**src/rtl/wiegand26_tx_if.sv**
```systemverilog
`default_nettype none
// -----------------------------------------------------------------------------
// Module : wiegand26_tx_if
// Bus between the register block (master) and the Wiegand-26 transmitter (slave)
// Rev    : 1.0
// -----------------------------------------------------------------------------
interface wiegand26_tx_if;
  logic        en;
  logic [25:0] data;
  logic [1:0]  wigend;
  // Active-low completion pulse; named int_n because "int" is a reserved word.
  logic        int_n;
  logic        busy;

  modport master (
    output en,
    output data,
    input  wigend,
    input  int_n,
    input  busy
  );

  modport slave (
    input  en,
    input  data,
    output wigend,
    output int_n,
    output busy
  );
endinterface

`default_nettype wire

```
**src/rtl/wiegand26_tx.sv**
```systemverilog
`default_nettype none
// -----------------------------------------------------------------------------
// Module : wiegand26_tx
// Serialises a 26-bit word MSB-first onto the Wiegand D0/D1 lines, then pulses int_n.
// Rev    : 1.0
// -----------------------------------------------------------------------------
module wiegand26_tx #(
  parameter int PULSE_CYC   = 2700,
  parameter int GAP_CYC     = 27000,
  parameter int INT_CYC     = 4,
  parameter int AUTO_PARITY = 0
) (
  input  logic          clk,
  input  logic          rst,
  wiegand26_tx_if.slave bus
);

  localparam int CYC_PG  = (PULSE_CYC > GAP_CYC) ? PULSE_CYC : GAP_CYC;
  localparam int CYC_MAX = (CYC_PG > INT_CYC) ? CYC_PG : INT_CYC;
  localparam int CYC_W   = $clog2(CYC_MAX) + 1;

  localparam logic [CYC_W-1:0] c_cyc_zero   = '0;
  localparam logic [CYC_W-1:0] c_cyc_one    = CYC_W'(1);
  localparam logic [CYC_W-1:0] c_pulse_last = CYC_W'(PULSE_CYC - 1);
  localparam logic [CYC_W-1:0] c_gap_last   = CYC_W'(GAP_CYC - 1);
  localparam logic [CYC_W-1:0] c_int_last   = CYC_W'(INT_CYC - 1);
  localparam logic [4:0]       c_last_bit   = 5'd25;

  typedef enum logic [1:0] {
    IDLE  = 2'd0,
    PULSE = 2'd1,
    GAP   = 2'd2,
    DONE  = 2'd3
  } state_t;

  state_t           state_q,   state_d;
  logic [CYC_W-1:0] cyc_cnt_q, cyc_cnt_d;
  logic [4:0]       bit_cnt_q, bit_cnt_d;
  logic [25:0]      shift_q,   shift_d;
  logic [1:0]       wigend_q,  wigend_d;
  logic             int_n_q,   int_n_d;
  logic             busy_q,    busy_d;

  logic [25:0]      w_frame;

  generate
    if (AUTO_PARITY != 0) begin : g_parity
      // Even parity over the upper half in bit 25, odd parity over the lower half in bit 0.
      assign w_frame = {^bus.data[24:13], bus.data[24:1], ~^bus.data[12:1]};
    end else begin : g_verbatim
      assign w_frame = bus.data;
    end
  endgenerate

  // A '1' bit pulls D1 (wigend[1]) low, a '0' bit pulls D0 (wigend[0]) low.
  function automatic logic [1:0] line_for(input logic bit_val);
    return bit_val ? 2'b01 : 2'b10;
  endfunction

  always_comb begin
    state_d   = state_q;
    cyc_cnt_d = cyc_cnt_q;
    bit_cnt_d = bit_cnt_q;
    shift_d   = shift_q;
    wigend_d  = wigend_q;
    int_n_d   = int_n_q;
    busy_d    = busy_q;

    unique case (state_q)
      IDLE: begin
        wigend_d = 2'b11;
        int_n_d  = 1'b1;
        busy_d   = 1'b0;
        if (bus.en) begin
          state_d   = PULSE;
          shift_d   = w_frame;
          bit_cnt_d = 5'd0;
          cyc_cnt_d = c_cyc_zero;
          busy_d    = 1'b1;
          wigend_d  = line_for(w_frame[25]);
        end
      end

      PULSE: begin
        if (cyc_cnt_q == c_pulse_last) begin
          state_d   = GAP;
          cyc_cnt_d = c_cyc_zero;
          wigend_d  = 2'b11;
        end else begin
          cyc_cnt_d = cyc_cnt_q + c_cyc_one;
        end
      end

      GAP: begin
        if (cyc_cnt_q == c_gap_last) begin
          cyc_cnt_d = c_cyc_zero;
          if (bit_cnt_q == c_last_bit) begin
            state_d = DONE;
            int_n_d = 1'b0;
          end else begin
            // The next bit to send is shift_q[24]; it becomes the MSB on this edge.
            state_d   = PULSE;
            shift_d   = {shift_q[24:0], 1'b0};
            bit_cnt_d = bit_cnt_q + 5'd1;
            wigend_d  = line_for(shift_q[24]);
          end
        end else begin
          cyc_cnt_d = cyc_cnt_q + c_cyc_one;
        end
      end

      DONE: begin
        if (cyc_cnt_q == c_int_last) begin
          state_d   = IDLE;
          cyc_cnt_d = c_cyc_zero;
          int_n_d   = 1'b1;
          busy_d    = 1'b0;
        end else begin
          cyc_cnt_d = cyc_cnt_q + c_cyc_one;
        end
      end

      default: begin
        state_d = IDLE;
      end
    endcase
  end

  always_ff @(posedge clk or posedge rst) begin
    if (rst) begin
      state_q   <= IDLE;
      cyc_cnt_q <= c_cyc_zero;
      bit_cnt_q <= 5'd0;
      shift_q   <= 26'd0;
      wigend_q  <= 2'b11;
      int_n_q   <= 1'b1;
      busy_q    <= 1'b0;
    end else begin
      state_q   <= state_d;
      cyc_cnt_q <= cyc_cnt_d;
      bit_cnt_q <= bit_cnt_d;
      shift_q   <= shift_d;
      wigend_q  <= wigend_d;
      int_n_q   <= int_n_d;
      busy_q    <= busy_d;
    end
  end

  assign bus.wigend = wigend_q;
  assign bus.int_n  = int_n_q;
  assign bus.busy   = busy_q;

endmodule

`default_nettype wire

```
**src/flat_wrapper.sv**
```systemverilog
// flat-port wrapper written by rule: the top's interface ports become plain ports
module wiegand26_tx_flat 
#(
  parameter int PULSE_CYC   = 2700,
  parameter int GAP_CYC     = 27000,
  parameter int INT_CYC     = 4,
  parameter int AUTO_PARITY = 0
)
  (clk, rst, bus_en, bus_data, bus_wigend, bus_int_n, bus_busy);
  wiegand26_tx_if bus_i ();
  input  logic clk;
  input  logic rst;
  input wire logic [$bits(bus_i.en)-1:0] bus_en;
  input wire logic [$bits(bus_i.data)-1:0] bus_data;
  output wire logic [$bits(bus_i.wigend)-1:0] bus_wigend;
  output wire logic [$bits(bus_i.int_n)-1:0] bus_int_n;
  output wire logic [$bits(bus_i.busy)-1:0] bus_busy;
  assign bus_i.en = bus_en;
  assign bus_i.data = bus_data;
  assign bus_wigend = bus_i.wigend;
  assign bus_int_n = bus_i.int_n;
  assign bus_busy = bus_i.busy;
  wiegand26_tx #(.PULSE_CYC(PULSE_CYC), .GAP_CYC(GAP_CYC), .INT_CYC(INT_CYC), .AUTO_PARITY(AUTO_PARITY)) u_core (.clk(clk), .rst(rst), .bus(bus_i));
endmodule
```
**config.mk**
```make
export PLATFORM = sky130hd
export DESIGN_NAME = wiegand26_tx_flat
export DESIGN_NICKNAME = d
export VERILOG_FILES = /design/src/rtl/wiegand26_tx_if.sv /design/src/rtl/wiegand26_tx.sv /design/src/flat_wrapper.sv
export SDC_FILE = /design/constraint.sdc
export NUM_CORES = 1
export LEC_CHECK = 0
export ABC_CLOCK_PERIOD_IN_PS = 3430
export CORE_ASPECT_RATIO = 0.7
export CORE_MARGIN = 3
export CORE_UTILIZATION = 25
export CTS_CLUSTER_SIZE = 12
export DETAILED_ROUTE_END_ITERATION = 7
export SLEW_MARGIN = 20
export SYNTH_ARGS = -nofsm -noshare
export SYNTH_HDL_FRONTEND = slang
export SYNTH_SLANG_ARGS = --single-unit
```
**constraint.sdc**
```tcl
create_clock -name clk -period 3.43 [get_ports clk]
set_input_delay 0.686 -clock clk [delete_from_list [all_inputs] [get_ports clk]]
set_output_delay 0.686 -clock clk [all_outputs]
set_load 0.02 [all_outputs]
```
==> results of run 1 <==
sequential cells by signal, summed over array words and instances (netlist names):
| signal | cells |
|---|---|
| u_core.cyc_cnt_q | 16 |
| u_core.bus.wigend | 2 |
| u_core.bus.int_n | 1 |
| u_core.state_q | 2 |
| u_core.bit_cnt_q | 5 |
| u_core.bus.busy | 1 |
| u_core.shift_q | 25 |
report_power, final:
group / switching [mW] / internal [mW] / total [mW]
clock network: 0.222 / 0.344 / 0.565
registers: 0.144 / 0.840 / 0.984
logic: 0.794 / 0.570 / 1.36
worst max-delay path, stage by stage, from the launching register on:
cell     delay, ns
dfrtp_1       0.41
ha_1          0.21
or4b_4        0.51
o41ai_4       0.48
and3_2        0.53
buf_4         0.27
nand3_1       0.09
o21ai_0       0.08
layer usage:
layer / global-route usage / wire, µm / share of wire
met1: 0.1528 / 3241 / 0.52
met5: 0 / 0 / 0
met2: 0.1448 / 2656 / 0.42
met3: 0.02142 / 346 / 0.055
met4: 0.02517 / 23 / 0.0037
logic make-up after synthesis:
kind of cell / count (synthesis)
adder cells (fa/ha/maj): 7
flip-flops: 52
multiplexers: 27
AO/OA/AOI/OAI: 59
AND/OR/NAND/NOR: 104
XOR/XNOR: 13
buffers and inverters: 28
per-stage QoR:
step | power [mW] | hold slack, ns | util
finish | 2.914 | 0.4688 | 0.3174
floorplan | 2.096 | 0.4874 | -
global placement | 2.329 | 0.4588 | 0.3028
global route | 3.153 | 0.4852 | 0.3174
detailed placement | 2.378 | 0.4613 | 0.3028
CTS | 2.947 | 0.4724 | 0.3174
synth_stat cells (all sizes together) (2+ instances only):
| master | instances | area, µm² |
|---|---|---|
| a21oi | 30 | 236.5 |
| a22o | 2 | 17.52 |
| a31oi | 3 | 18.77 |
| a41oi | 2 | 17.52 |
| and3 | 3 | 18.77 |
| and4 | 3 | 26.28 |
| buf | 9 | 75.07 |
| clkbuf | 7 | 26.28 |
| dfrtp | 49 | 1226 |
| dfstp | 3 | 78.83 |
| ha | 7 | 87.58 |
| inv | 12 | 45.04 |
| mux2i | 26 | 260.3 |
| nand2 | 14 | 52.55 |
| nand3 | 13 | 65.06 |
| nand4 | 9 | 56.30 |
| nor2 | 41 | 153.9 |
| nor2b | 3 | 18.77 |
| nor3 | 3 | 15.01 |
| nor3b | 2 | 15.01 |
| nor4 | 4 | 31.28 |
| o21ai | 10 | 50.05 |
| o31ai | 2 | 28.78 |
| o41ai | 2 | 36.29 |
| or2 | 2 | 12.51 |
| or3 | 2 | 12.51 |
| xnor2 | 4 | 35.03 |
| xor2 | 9 | 78.83 |
path summary, 6_finish.rpt:
path                                         to  slack [ns]  cells after the start
min in group asynchronous   u_core.bit_cnt_q[4]        0.68                      2
max in group asynchronous    u_core.shift_q[18]        2.11                      3
min                        u_core.bus.wigend[1]        0.47                      2
max                           u_core.shift_q[0]        0.77                      7
min reg2reg                u_core.bus.wigend[1]        0.47                      2
max reg2reg                   u_core.shift_q[0]        0.77                      7
layout make-up:
type	instances	share of cell area
timing repair buffer	39	0.1083
sequential	52	0.3667
inverter	12	0.01266
clock inverter	2	0.009845
tap	153	0.05380
clock buffer	6	0.03622
multi-input combinational	210	0.4124
==> metrics, run 1 <==
status=completed; Hold Path Class=reg -> reg; CTS tree=done; Fillers=1,151; leakage=1.384 nW; TritonCTS Sinks=52; Clock Pin Slew Worst Setup and Hold Paths=0.07 ns; DRT antenna net count=0; root buffer cell=clkbuf_16; maximum root-to-sink buffer count=2; die area=13,010 µm²; maximum clock frequency=375.9 MHz; share of cells above drive strength 1=0.1558; final setup fails=0; gp weighted congestion=0.8659; Post-Route WL=6267 µm; DR pass1 iterations=4; initial antenna violation count=0; Die W=135.1 µm; DR vias=2,212; Data arrival, critical path=2.87 ns; Layout Nets=356; YS warnings=0; VDD IR max=0.3242 mV; first-pass GRT wire length=10,760 µm; Syn Nets=326; vias in the first global route=2,156; Distinct cells, synth=48; Synth Area in Adders=0.03004; Initial Util=0.2600; Seq/Total Area, Yosys=0.4476; placed cell count=466; Synth Area in Compound Gates=0.1609; mapped cell area=2915 µm²; pin count of the biggest net entering global routing=26; commonest non-fill, non-tap cell in the layout=dfrtp_1; fin crit share=0.7755; Main synth FF type=dfrtp_1; most frequent cells in the layout=dfrtp_1 (49), nor2_1 (41), clkdlybuf4s50_1 (32); cts bufs inserted=5; Slew Limit Fails=0; share of synthesized registers carrying an async set or reset=1.000; post-DR vias/cell=4.667; pre-CTS setup slack=0.7070 ns; final worst slack=0.7700 ns; Total GRT Usage=0.1009; Post-Synth XOR/XNOR Area=0.03906; Final Instance Area=3558 µm²; CTS-repair resized insts=0; setup_tns=0 ns; Final Hold Vio Count=0; Hold Path Origin=u_core.bus.wigend[1]; Max-Cap Viols=0; mux contribution to synthesized area=0.09313; post-synthesis simple-gate area fraction=0.1790; global route total overflow=0; initial DRC count=165; die height=96.35 µm; hpwl dp=4702 µm; Antenna Cells=0; slew at the pin with the worst max-slew slack=0.6839 ns; unrepaired setup endpoints after global routing=false; crit path launch=u_core.cyc_cnt_q[1]; area grow syn2layout=22.06%; area of the multi-input gates=1468 µm²; WP data required=3.64 ns; Crit Path Category=reg -> reg; RR Startpoint=u_core.cyc_cnt_q[1]; Placement Rows=32; Setup crit end kind=flip-flop; port buffer count=32; Power per Cell Area=818.9 nW/µm²; core box area=11,210 µm²; largest family of logic cells by synthesized area=simple AND/OR/NAND/NOR gates; io pins=33; post-DR wirelength/cell=13.22 µm; Placed Area=3395 µm²; Worst Skew=0.008142 ns; CP Max Fanout=17; hold bufs inserted after CTS=0; Mapped Cells=290; FF+latch count, synth=52; Post-CTS Setup Inserts=0; non-filler cells in the finished layout=474; Post-Syn Area per Cell=10.05 µm²; startpoint types=flip-flop; DRC viols=0; register area=1305 µm²; H-tree levels=2; shortest period the worst path allows=2.660 ns; Post-synth EDFFs=0; Worst-Skew Late Latency=0.29 ns; Worst slew margin=0.5398
(Power assumes the default switching activity.)
==> run 2, diff against run 1 <==
ABC_CLOCK_PERIOD_IN_PS = 2630   (was 3430)
clock period = 2.63 ns   (was 3.43 ns; I/O delays follow)
==> metrics, run 2 (synthesis results as in run 1) <==
status=completed (unchanged); register with the most flip-flops=u_core.shift_q (unchanged); DR pass1 iterations=5 (was 4); Max-Cap Viols=0 (unchanged); Worst Skew=0.009770 ns (was 0.008142 ns); Layout Nets=358 (was 356); die height=96.35 µm (unchanged); DRC viols=0 (unchanged); initial DRC count=116 (was 165); R2R depth=7 (unchanged); flop-to-flop setup slack=0.16 ns (was 0.77 ns); share of cells above drive strength 1=0.1672 (was 0.1558); most frequent cells in the layout=dfrtp_1 (49), nor2_1 (40), clkdlybuf4s50_1 (32) (was dfrtp_1 (49), nor2_1 (41), clkdlybuf4s50_1 (32)); pin count of the biggest net entering global routing=54 (was 26); shortest period the worst path allows=2.471 ns (was 2.660 ns); Critical Path Sink=u_core.cyc_cnt_q[8] (was u_core.shift_q[0]); sw power=1.538 mW (was 1.160 mW); DR vias=2,154 (was 2,212); Worst-Skew Late Latency=0.29 ns (about the same); die area=13,010 µm² (unchanged); final worst slack=0.1590 ns (was 0.7700 ns); CTS-repair resized insts=0 (unchanged); Clock Pin Slew Worst Setup and Hold Paths=0.07 ns (about the same); post-DR wirelength/cell=13.06 µm (was 13.22 µm); commonest non-fill, non-tap cell in the layout=dfrtp_1 (unchanged); Cell Int Power=2.214 mW (was 1.754 mW); Slew Limit Fails=0 (unchanged); maximum root-to-sink buffer count=2 (unchanged); RR Startpoint=u_core.cyc_cnt_q[0] (was u_core.cyc_cnt_q[1]); hold bufs inserted after CTS=0 (unchanged); maximum clock frequency=404.7 MHz (was 375.9 MHz); Data arrival, critical path=2.65 ns (was 2.87 ns); Hold WS=0.4774 ns (was 0.4688 ns); io pins=33 (unchanged); R2R Path End=u_core.cyc_cnt_q[8] (was u_core.shift_q[0]); vias in the first global route=2,054 (was 2,156); VDD IR max=0.5711 mV (was 0.3242 mV); gp weighted congestion=0.9316 (was 0.8659); core box area=11,210 µm² (unchanged); WP data required=2.81 ns (was 3.64 ns); slew at the pin with the worst max-slew slack=0.6618 ns (was 0.6839 ns); first-pass GRT wire length=10,320 µm (was 10,760 µm); DRT antenna net count=0 (unchanged); max FFs per register=25 (unchanged); crit path launch=u_core.cyc_cnt_q[0] (was u_core.cyc_cnt_q[1]); pre-CTS setup slack=0.1244 ns (was 0.7070 ns); Post-Route WL=6218 µm (was 6267 µm); H-tree levels=2 (unchanged); Antenna Cells=0 (unchanged); Power per Cell Area=1053 nW/µm² (was 818.9 nW/µm²); Crit Path Category=reg -> reg (unchanged); root buffer cell=clkbuf_16 (unchanged); Power, Total=3.752 mW (was 2.914 mW); post-DR vias/cell=4.525 (was 4.667); final setup fails=0 (unchanged); CTS tree=done (unchanged); Largest regs=u_core.shift_q x25, u_core.cyc_cnt_q x16, u_core.bit_cnt_q x5 (unchanged); combinational group share of total power=0.484 (was 0.468); fin crit share=0.9396 (was 0.7755); Total GRT Usage=0.09705 (was 0.1009); Placement Rows=32 (unchanged); area grow syn2layout=22.23% (was 22.06%); startpoint types=flip-flop (unchanged); CP Max Fanout=12 (was 17); Worst slew margin=0.5588 (was 0.5398); Clock power frac=0.172 (was 0.194); TritonCTS Sinks=52 (unchanged); Switching Fraction=0.4099 (was 0.3981); sequential share of power=0.344 (was 0.338); Final Hold Vio Count=0 (unchanged); fin util=0.3179 (was 0.3174); initial antenna violation count=0 (unchanged); Initial Util=0.2600 (unchanged); global route total overflow=0 (unchanged); Hold Path Class=reg -> reg (unchanged); Setup crit end kind=flip-flop (unchanged); Post-CTS Setup Inserts=0 (unchanged); cts bufs inserted=5 (unchanged); leakage=1.382 nW (was 1.384 nW); hpwl dp=4513 µm (was 4702 µm); Die W=135.1 µm (unchanged); port buffer count=32 (unchanged)
## run 2: layout make-up
type | instances | area, µm²
Clock buffer | 6 | 128.9
Clock inverter | 2 | 16.27
Multi-Input combinational cell | 210 | 1476
Inverter | 12 | 45.04
Timing Repair Buffer | 41 | 400.4
Tap cell | 153 | 191.4
Fill cell | 1158 | 7647
Sequential cell | 52 | 1305
## run 2: worst min-delay path by stage
| stage | from | endpoint | slack (ns) | cells after the start |
|---|---|---|---|---|
| 3_3_place_gp | u_core.bus.wigend[1] | u_core.bus.wigend[1] | 0.46 | 2 |
| 3_5_place_dp | u_core.bus.wigend[1] | u_core.bus.wigend[1] | 0.46 | 2 |
| 6_report | u_core.bus.wigend[1] | u_core.bus.wigend[1] | 0.48 | 2 |
| 2_1_floorplan | u_core.shift_q[12] | u_core.shift_q[12] | 0.49 | 2 |
| 5_1_grt | u_core.bus.wigend[1] | u_core.bus.wigend[1] | 0.50 | 2 |
| 4_1_cts | u_core.bus.wigend[1] | u_core.bus.wigend[1] | 0.48 | 2 |
## run 2: metrics by stage
stage	TNS (ns)	cell area (µm²)	instances
6_report	0	3563	476
4_1_cts	0	3555	476
2_1_floorplan	0	2915	290
3_5_place_dp	0	3410	468
5_1_grt	-0.03704	3563	476
3_3_place_gp	0	3410	468
## run 2: layer usage
metal / GRT usage / wire length (µm) / up-vias
li1: - / - / 1090
met1: 0.1513 / 3345 / 1013
met2: 0.1323 / 2506 / 43
met3: 0.02194 / 311 / 8
met4: 0.02517 / 55 / 0
met5: 0 / 0 / -
## run 2: critical path, cell delays in order (launching register included)
cell       delay (ns)
dfrtp_1          0.41
ha_1             0.22
or4b_4           0.51
nor4_2           0.49
o2bb2ai_2        0.22
o31ai_4          0.24
buf_4            0.21
nor2_1           0.07
## run 2: power by group through the flow
stage	clock, mW	combinational [mW]	sequential, mW
after floorplan	0	1.46	1.27
after global placement	0	1.77	1.29
after detailed placement	0	1.80	1.31
after CTS	0.666	1.81	1.29
after global routing	0.699	2.02	1.33
final	0.645	1.82	1.29
==> run 3, diff against run 2 <==
ABC_AREA = 1   (was not set)
ABC_CLOCK_PERIOD_IN_PS = 3150   (was 2630)
clock period = 3.15 ns   (was 2.63 ns; I/O delays follow)
==> metrics, run 3 <==
sw power=1.346 mW (was 1.538 mW); port buffer count=32 (unchanged); Setup crit end kind=flip-flop (unchanged); Clock Pin Slew Worst Setup and Hold Paths=0.07 ns (about the same); hold bufs inserted after CTS=0 (unchanged); CTS-repair resized insts=0 (unchanged); Data arrival, critical path=2.42 ns (was 2.65 ns); fin crit share=0.7127 (was 0.9396); status=completed (unchanged); top post-synthesis cells by count=nand2_1 (93), dfrtp_1 (49), nand2_2 (32) (was dfrtp_1 (49), nor2_1 (41), mux2i_1 (26)); register with the most flip-flops=u_core.shift_q (unchanged); hpwl dp=5017 µm (was 4513 µm); Cell Int Power=1.878 mW (was 2.214 mW); Post-synth EDFFs=0 (unchanged); commonest non-fill, non-tap cell in the layout=nand2_1 (was dfrtp_1); Clock power frac=0.201 (was 0.172); CTS tree=done (unchanged); DRC viols=0 (unchanged); Initial Util=0.2597 (was 0.2600); Mapped Cells=382 (was 290); Worst Hold Depth=2 (unchanged); routed wl met2=2815 µm (was 2506 µm); R2R depth=8 (was 7); max FFs per register=25 (unchanged); Die W=142.9 µm (was 135.1 µm); share of synthesized registers carrying an async set or reset=1.000 (unchanged); Max-Cap Viols=0 (unchanged); initial DRC count=176 (was 116); post-synth top area cell=dfrtp_1 (unchanged); Layout Nets=447 (was 358); Worst-Skew Late Latency=0.29 ns (about the same); DRT antenna net count=0 (unchanged); Antenna Cells=0 (unchanged); Fillers=1,288 (was 1,158); area share of the largest cell type after synthesis=0.3738 (was 0.4206); Placement Rows=34 (was 32); post-DR wirelength/cell=11.99 µm (was 13.06 µm); Main synth FF type=dfrtp_1 (unchanged); vias in the first global route=2,381 (was 2,054); Final Hold Vio Count=0 (unchanged); first-pass GRT wire length=11,650 µm (was 10,320 µm); Worst slew margin=0.6067 (was 0.5588); initial antenna violation count=0 (unchanged); synth top area cells=dfrtp_1 (37%), nand2_1 (11%), o21ai_2 (8.0%), mux2i_1 (7.3%), nand2_2 (6.1%) (was dfrtp_1 (42%), mux2i_1 (8.9%), a21oi_2 (6.9%), nor2_1 (5.3%), ha_1 (3.0%)); root buffer cell=clkbuf_16 (unchanged); WL met3=395 µm (was 311 µm); die area=14,560 µm² (was 13,010 µm²); Post-Syn Area per Cell=8.588 µm² (was 10.05 µm²); Post-Route WL=6882 µm (was 6218 µm); global route total overflow=0 (unchanged); share of cells above drive strength 1=0.2500 (was 0.1672); FF+latch count, synth=52 (unchanged); Slew Limit Fails=0 (unchanged); Crit Path Category=reg -> reg (unchanged); leakage=1.696 nW (was 1.382 nW); shortest period the worst path allows=2.245 ns (was 2.471 ns); WP data required=3.32 ns (was 2.81 ns); Hold WS=0.4656 ns (was 0.4774 ns); most common cell in the netlist=nand2_1 (was dfrtp_1); CP Max Fanout=32 (was 12); Largest regs=u_core.shift_q x25, u_core.cyc_cnt_q x16, u_core.bit_cnt_q x5 (unchanged); Post-CTS Setup Inserts=0 (unchanged); H-tree levels=2 (unchanged); most frequent cells in the layout=nand2_1 (93), dfrtp_1 (49), nand2_2 (32), clkdlybuf4s50_1 (32) (was dfrtp_1 (49), nor2_1 (40), clkdlybuf4s50_1 (32)); fin util=0.3073 (was 0.3179); TritonCTS Sinks=52 (unchanged); top layer in use=met4 (unchanged); Distinct cells, synth=36 (was 48); VDD IR max=0.4490 mV (was 0.5711 mV); mapped cell area=3281 µm² (was 2915 µm²); Worst Skew=0.004304 ns (was 0.009770 ns); die height=101.8 µm (was 96.35 µm); post-DR vias/cell=4.345 (was 4.525); gp weighted congestion=0.8668 (was 0.9316); pin count of the biggest net entering global routing=33 (was 54); startpoint types=flip-flop (unchanged); io pins=33 (unchanged); maximum root-to-sink buffer count=2 (unchanged); unrepaired setup endpoints after global routing=false; final setup fails=0 (unchanged); Switching Fraction=0.4174 (was 0.4099); DR vias=2,494 (was 2,154); slew at the pin with the worst max-slew slack=0.5890 ns (was 0.6618 ns); setup_tns=0 ns (unchanged); core box area=12,630 µm² (was 11,210 µm²); sequential share of power=0.332 (was 0.344); DR pass1 iterations=5 (unchanged); maximum clock frequency=445.5 MHz (was 404.7 MHz); Hold Path Class=reg -> reg (unchanged); area grow syn2layout=18.34% (was 22.23%); combinational group share of total power=0.467 (was 0.484); YS warnings=0 (unchanged); Seq/Total Area, Yosys=0.3978 (was 0.4476); Syn Nets=418 (was 326); cts bufs inserted=5 (unchanged); M1 WL=3594 µm (was 3345 µm); Total GRT Usage=0.1007 (was 0.09705); Power per Cell Area=830.4 nW/µm² (was 1053 nW/µm²)
==> run 3: cell types whose count changed in the layout (fill, tap and decap cells not counted), sizes merged, moves of 5 or more <==
| cell | delta |
|---|---|
| inv | +11 |
| o21ai | +24 |
| nand4 | -5 |
| nand3 | +17 |
| a21oi | -25 |
| nand2 | +112 |
==> run 3: worst max-delay path, cell delays in order, from the launching register on <==
cell and delay [ns]:
dfrtp_1 0.43, inv_1 0.11, ha_2 0.48, inv_1 0.26, a21oi_2 0.27, nand3_4 0.09
buf_4 0.28, nand2_2 0.12, o21ai_2 0.05
==> run 3: final timing paths <==
check | start | to | slack, ns
hold reg to reg | u_core.bus.wigend[0] | u_core.bus.wigend[0] | 0.47
hold / removal | u_core.bus.wigend[0] | u_core.bus.wigend[0] | 0.47
min in group asynchronous | rst | u_core.shift_q[8] | 0.72
max in group asynchronous | rst | u_core.cyc_cnt_q[2] | 1.75
setup / recovery | u_core.state_q[0] | u_core.shift_q[17] | 0.91
setup reg to reg | u_core.state_q[0] | u_core.shift_q[17] | 0.91
==> run 3: logic make-up after synthesis <==
kind of cell               share of synthesized area
AOI/OAI and AO/OA                             0.1018
muxes                                        0.07323
adders and majority gates                    0.02670
and+or+nand+nor                               0.3017
xor gates and xnor gates                     0.02670
buffers and inverters                        0.07208
DFF                                           0.3978
==> run 3: layer usage <==
layer  track usage  up-vias
li1              -     1287
met1        0.1432     1151
met2        0.1454       54
met3       0.02900        2
met4       0.03725        0
met5             0        -
==> run 3: final cells by class <==
| cell class | count | area (µm²) | share of cell area |
|---|---|---|---|
| clock buffers | 6 | 138.9 | 0.03577 |
| repair buffers | 38 | 365.4 | 0.09410 |
| flip-flops and latches | 52 | 1305 | 0.3361 |
| clock inverters | 2 | 38.79 | 0.009990 |
| well taps | 162 | 202.7 | 0.05221 |
| inverters | 24 | 90.09 | 0.02320 |
| multi-input cells | 290 | 1742 | 0.4486 |
==> run 3: through the flow <==
stage,instances,total power [mW],area [µm²],setup slack (ns)
floorplan,382,2.376,3281,1.267
global placement,566,2.559,3705,0.8533
detailed placement,566,2.604,3705,0.8070
CTS,574,3.275,3882,0.8901
global route,574,3.477,3882,0.7286
finish,574,3.224,3882,0.9051
==> run 3: power groups by stage <==
stage,combinational (mW),clock (mW),sequential [mW]
finish,1.51,0.647,1.07
global route,1.68,0.701,1.10
CTS,1.53,0.672,1.07
detailed placement,1.52,0,1.08
global placement,1.48,0,1.07
floorplan,1.30,0,1.07
